**src/rtl/mem_bus_arbiter.sv**
```systemverilog
// Two-port round-robin arbiter that sequences loader and cpu accesses onto a
// single byte-wide memory port, one transaction at a time, with a ready-timeout.
module mem_bus_arbiter #(
  parameter int ADDR_W         = 32,
  parameter int DATA_W         = 8,
  parameter int TIMEOUT_CYCLES = 255
) (
  input  logic              clk,
  input  logic              rst,
  input  logic              rom_mapped,
  input  logic              l_req,
  input  logic              l_we,
  input  logic [ADDR_W-1:0] l_addr,
  input  logic [DATA_W-1:0] l_wdata,
  output logic              l_ack,
  output logic [DATA_W-1:0] l_rdata,
  input  logic              c_req,
  input  logic              c_we,
  input  logic [ADDR_W-1:0] c_addr,
  input  logic [DATA_W-1:0] c_wdata,
  output logic              c_ack,
  output logic [DATA_W-1:0] c_rdata,
  output logic              err,
  output logic [ADDR_W-1:0] mem_addr,
  output logic [DATA_W-1:0] mem_data_in,
  input  logic [DATA_W-1:0] mem_data_out,
  output logic              memory_read_en,
  output logic              memory_write_en,
  input  logic              mem_ready
);

  localparam logic [1:0] S_IDLE  = 2'd0;
  localparam logic [1:0] S_ISSUE = 2'd1;
  localparam logic [1:0] S_DONE  = 2'd2;

  localparam int CNT_W = (TIMEOUT_CYCLES < 2) ? 1 : $clog2(TIMEOUT_CYCLES + 1);
  localparam logic [CNT_W-1:0] CNT_LAST = CNT_W'((TIMEOUT_CYCLES == 0) ? 0 : TIMEOUT_CYCLES - 1);
  localparam logic [CNT_W-1:0] CNT_MAX  = '1;

  logic [1:0]       state;
  logic             last_grant_c;
  logic             grant_c;
  logic             lat_we;
  logic             err_flag;
  logic [CNT_W-1:0] cnt;

  logic l_elig;
  logic c_elig;
  logic pick_c;

  // On a tie, C wins only when L had the previous grant.
  assign l_elig = l_req;
  assign c_elig = c_req & rom_mapped;
  assign pick_c = c_elig & (~l_elig | ~last_grant_c);

  assign memory_write_en = (state == S_ISSUE) &  lat_we;
  assign memory_read_en  = (state == S_ISSUE) & ~lat_we;
  assign l_ack           = (state == S_DONE)  & ~grant_c;
  assign c_ack           = (state == S_DONE)  &  grant_c;
  assign err             = (state == S_DONE)  &  err_flag;

  // mem_addr/mem_data_in are the latched request, so requesters may change
  // their inputs freely once granted.
  always_ff @(posedge clk or posedge rst) begin
    if (rst) begin
      state        <= S_IDLE;
      last_grant_c <= 1'b1;
      grant_c      <= 1'b0;
      lat_we       <= 1'b0;
      err_flag     <= 1'b0;
      cnt          <= '0;
      mem_addr     <= '0;
      mem_data_in  <= '0;
      l_rdata      <= '0;
      c_rdata      <= '0;
    end else begin
      case (state)
        S_IDLE: begin
          if (l_elig || c_elig) begin
            grant_c      <= pick_c;
            last_grant_c <= pick_c;
            lat_we       <= pick_c ? c_we : l_we;
            mem_addr     <= pick_c ? c_addr : l_addr;
            mem_data_in  <= pick_c ? c_wdata : l_wdata;
            cnt          <= '0;
            err_flag     <= 1'b0;
            state        <= S_ISSUE;
          end
        end
        S_ISSUE: begin
          if (mem_ready) begin
            if (!lat_we) begin
              if (grant_c) c_rdata <= mem_data_out;
              else         l_rdata <= mem_data_out;
            end
            state <= S_DONE;
          end else if ((TIMEOUT_CYCLES != 0) && (cnt == CNT_LAST)) begin
            err_flag <= 1'b1;
            if (!lat_we) begin
              if (grant_c) c_rdata <= '0;
              else         l_rdata <= '0;
            end
            state <= S_DONE;
          end else if (cnt != CNT_MAX) begin
            cnt <= cnt + CNT_W'(1);
          end
        end
        S_DONE: begin
          state <= S_IDLE;
        end
        default: begin
          state <= S_IDLE;
        end
      endcase
    end
  end

endmodule
```
**config.mk**
```make
export PLATFORM = sky130hd
export DESIGN_NAME = mem_bus_arbiter
export DESIGN_NICKNAME = d
export VERILOG_FILES = /design/src/rtl/mem_bus_arbiter.sv
export SDC_FILE = /design/constraint.sdc
export NUM_CORES = 1
export LEC_CHECK = 0
export CORE_MARGIN = 2
export CORE_UTILIZATION = 44
export CTS_CLUSTER_DIAMETER = 150
export CTS_CLUSTER_SIZE = 16
export DETAILED_ROUTE_END_ITERATION = 7
export PLACE_DENSITY = 0.95
export SETUP_SLACK_MARGIN = 0.3
export SLEW_MARGIN = 10
export SYNTH_ARGS = -nofsm -noshare
export SYNTH_HDL_FRONTEND = slang
export SYNTH_SLANG_ARGS = --single-unit
```
**constraint.sdc**
```tcl
create_clock -name clk -period 4.8 [get_ports clk]
set_input_delay 0.96 -clock clk [delete_from_list [all_inputs] [get_ports clk]]
set_output_delay 0.96 -clock clk [all_outputs]
set_load 0.01 [all_outputs]
```
==> metrics.txt <==
status finished, final reports clean; max_cap viols 0; Post-synth top flop dfrtp_1; placeable core area 7290 µm²; Crit Path Category reg -> out; VDD IR max 0.261 mV; Longest Clk Path Bufs 2; Fin. Hold Viols 0; Synthesized Nets 408; Synth Instances 310; Distinct cells, synth 44; top-count cell post-synth dfrtp_1; crit-path cells and2b_1, and2_1, clkdlybuf4s50_1; clock skew 0.0107 ns; area share of the largest cell type after synthesis 0.519; Final Util 0.706; vias in the first global route 3,044; RSZ-0062 raised after global routing false; CP required 3.84 ns; clk_lat worst skew 0.34 ns; Reg2Reg Depth 5; Hold Path Origin mem_data_in[3]; CP max FO 9; CTS tree built; GRT Util Overall 0.220; leak pwr 2.35 nW; post-synth top area cell dfrtp_1; CTS buffer count 9; share of cells above drive strength 1 0.0665; count of flip-flops with a built-in enable after synthesis 0; worst stage delay on the critical path 0.53 ns; Final period util 0.607; clock root buffer clkbuf_8; DRT Pass-1 Iters 4; CTS resizes 0; number of hold buffers added after CTS 0; largest net degree at the start of global routing 48; highest clock rate 343 MHz; pwr/cell area 545 nW/µm²; CTS H-Tree Depth 3; # setup viols final 0; post-synthesis sequential area ratio 0.526; hold endpoint mem_data_in[3]; post-synthesis async set-or-reset flop share 1.00; top cells by count, synth 69 x dfrtp_1, 56 x nand2_1, 42 x mux2i_1; Ys Warns 0; initial detailed-routing violation count 124; min Tclk post-route 2.91 ns; IO Pins 157; global-route wire length before repair 14,600 µm; worst slew pin tran 0.914 ns; synthesized area per cell 10.7 µm²; Inserted Diodes 0; Critical Path Sink Type output pin; # rows 31; Placed Instances 549; Max Slew Vio Count 0; hpwl dp 6620 µm; placer congestion estimate 0.847; DRC viols 0; hold depth 2; top post-synthesis cells by area dfrtp_1 52%, mux2i_1 13%, nand2_1 6.3%; Post CTS Setup Buffer Count 0; initial antenna violation count 0; chip height 91.0 µm; launch point of the worst reg-to-reg path last_grant_c; Finished Layout Cells 565; WL final 8700 µm; Die ar. 8280 µm²; Starting Density 0.457; worst hold path class reg -> reg; critical path launch point type flip-flop; DP Worst Slack 1.71 ns; drt wl/cell 15.4 µm; Hold Slack 0.484 ns; clock transition at the registers of the reported paths 0.07 ns; Sink Count 70; max_slew headroom 0.390; vias per cell 5.15; die width 91.0 µm; area added between synthesis and finish 54.7%; Worst EP arrival 1.95 ns; remaining global-route overflow 0; post-route ant nets 0; Layout Nets 559; post-synthesis register bit count 70; via count 2,910; Synth Cell Area 3330 µm²; final setup TNS 0 ns; Filler cells 551; Worst path slowest cell clkdlybuf4s50_1; port bufs 156; reg2reg end mem_addr[30]; Final WS setup 1.89 ns; Reg2Reg Setup Slack 2.73 ns
flip-flops by register name (all words and copies together), names as in the netlist:
| name | cells |
|---|---|
| mem_data_in | 8 |
| err_flag | 1 |
| state | 2 |
| mem_addr | 32 |
| c_rdata | 8 |
| l_rdata | 8 |
| cnt | 8 |
| last_grant_c | 1 |
| grant_c | 1 |
| lat_we | 1 |
cell type report:
| class | count | area (µm²) | area share |
|---|---|---|---|
| Clock buffer | 9 | 124 | 0.0241 |
| Sequential cell | 70 | 1750 | 0.340 |
| Clock inverter | 7 | 103 | 0.0199 |
| Timing Repair Buffer | 159 | 1580 | 0.308 |
| Multi-Input combinational cell | 214 | 1440 | 0.279 |
| Tap cell | 99 | 124 | 0.0241 |
| Inverter | 7 | 26.3 | 0.00510 |
metrics by stage:
step	area, µm²	power [mW]
2_1_floorplan	3330	1.63
4_1_cts	5150	2.83
3_3_place_gp	4920	2.23
6_report	5150	2.80
5_1_grt	5150	2.99
3_5_place_dp	4920	2.29
per-layer routing:
metal / wire length [µm] / vias up / GRT usage
met4: 136 / 0 / 0.0808
met3: 578 / 11 / 0.0564
met5: 0 / - / 0
li1: - / 1419 / -
met1: 3500 / 1354 / 0.260
met2: 4480 / 126 / 0.385
how the worst max path moves through the flow:
stage | start | slack, ns | endpoint
after CTS | state[1] | 1.89 | memory_write_en
after global placement | l_req | 1.80 | mem_addr[20]
after detailed placement | l_req | 1.71 | mem_addr[30]
final | state[1] | 1.89 | memory_write_en
after floorplan | rst | 2.07 | c_rdata[0]
after global routing | state[1] | 1.80 | memory_write_en
worst max-delay path: cells and delay by family (launching register included):
family	cells	cell delay (ns)
flip-flops	1	0.44
buffers and inverters	1	0.53
AND/OR/NAND/NOR	2	0.65
power breakdown:
group,switching (mW),total [mW],internal (mW)
logic,0.560,1.23,0.673
registers,0.187,1.04,0.854
clock network,0.231,0.530,0.299
cell usage in the layout, fill, tap and decap left out, drive strengths merged, types with 2 or more instances in the layout:
cell type        n
nand2           56
o21ai           48
a32o             8
nand2b           3
nand3            6
o211ai           2
ha               2
clkbuf           9
nor3             2
bufinv           2
nor2             6
a21oi            6
o2bb2ai          8
inv             10
nand4            3
dfrtp           69
a211oi           3
clkdlybuf4s50  156
and3b            2
or4              2
mux2i           42
buf              3
logic make-up after synthesis:
| family | after synthesis | share of synthesized area |
|---|---|---|
| flip-flops | 70 | 0.526 |
| multiplexers | 42 | 0.126 |
| AO/OA/AOI/OAI | 84 | 0.166 |
| adder cells (fa/ha/maj) | 2 | 0.00751 |
| buffers and inverters | 26 | 0.0440 |
| AND/OR/NAND/NOR | 86 | 0.130 |
No activity file was read; power rests on OpenSTA's default activity.
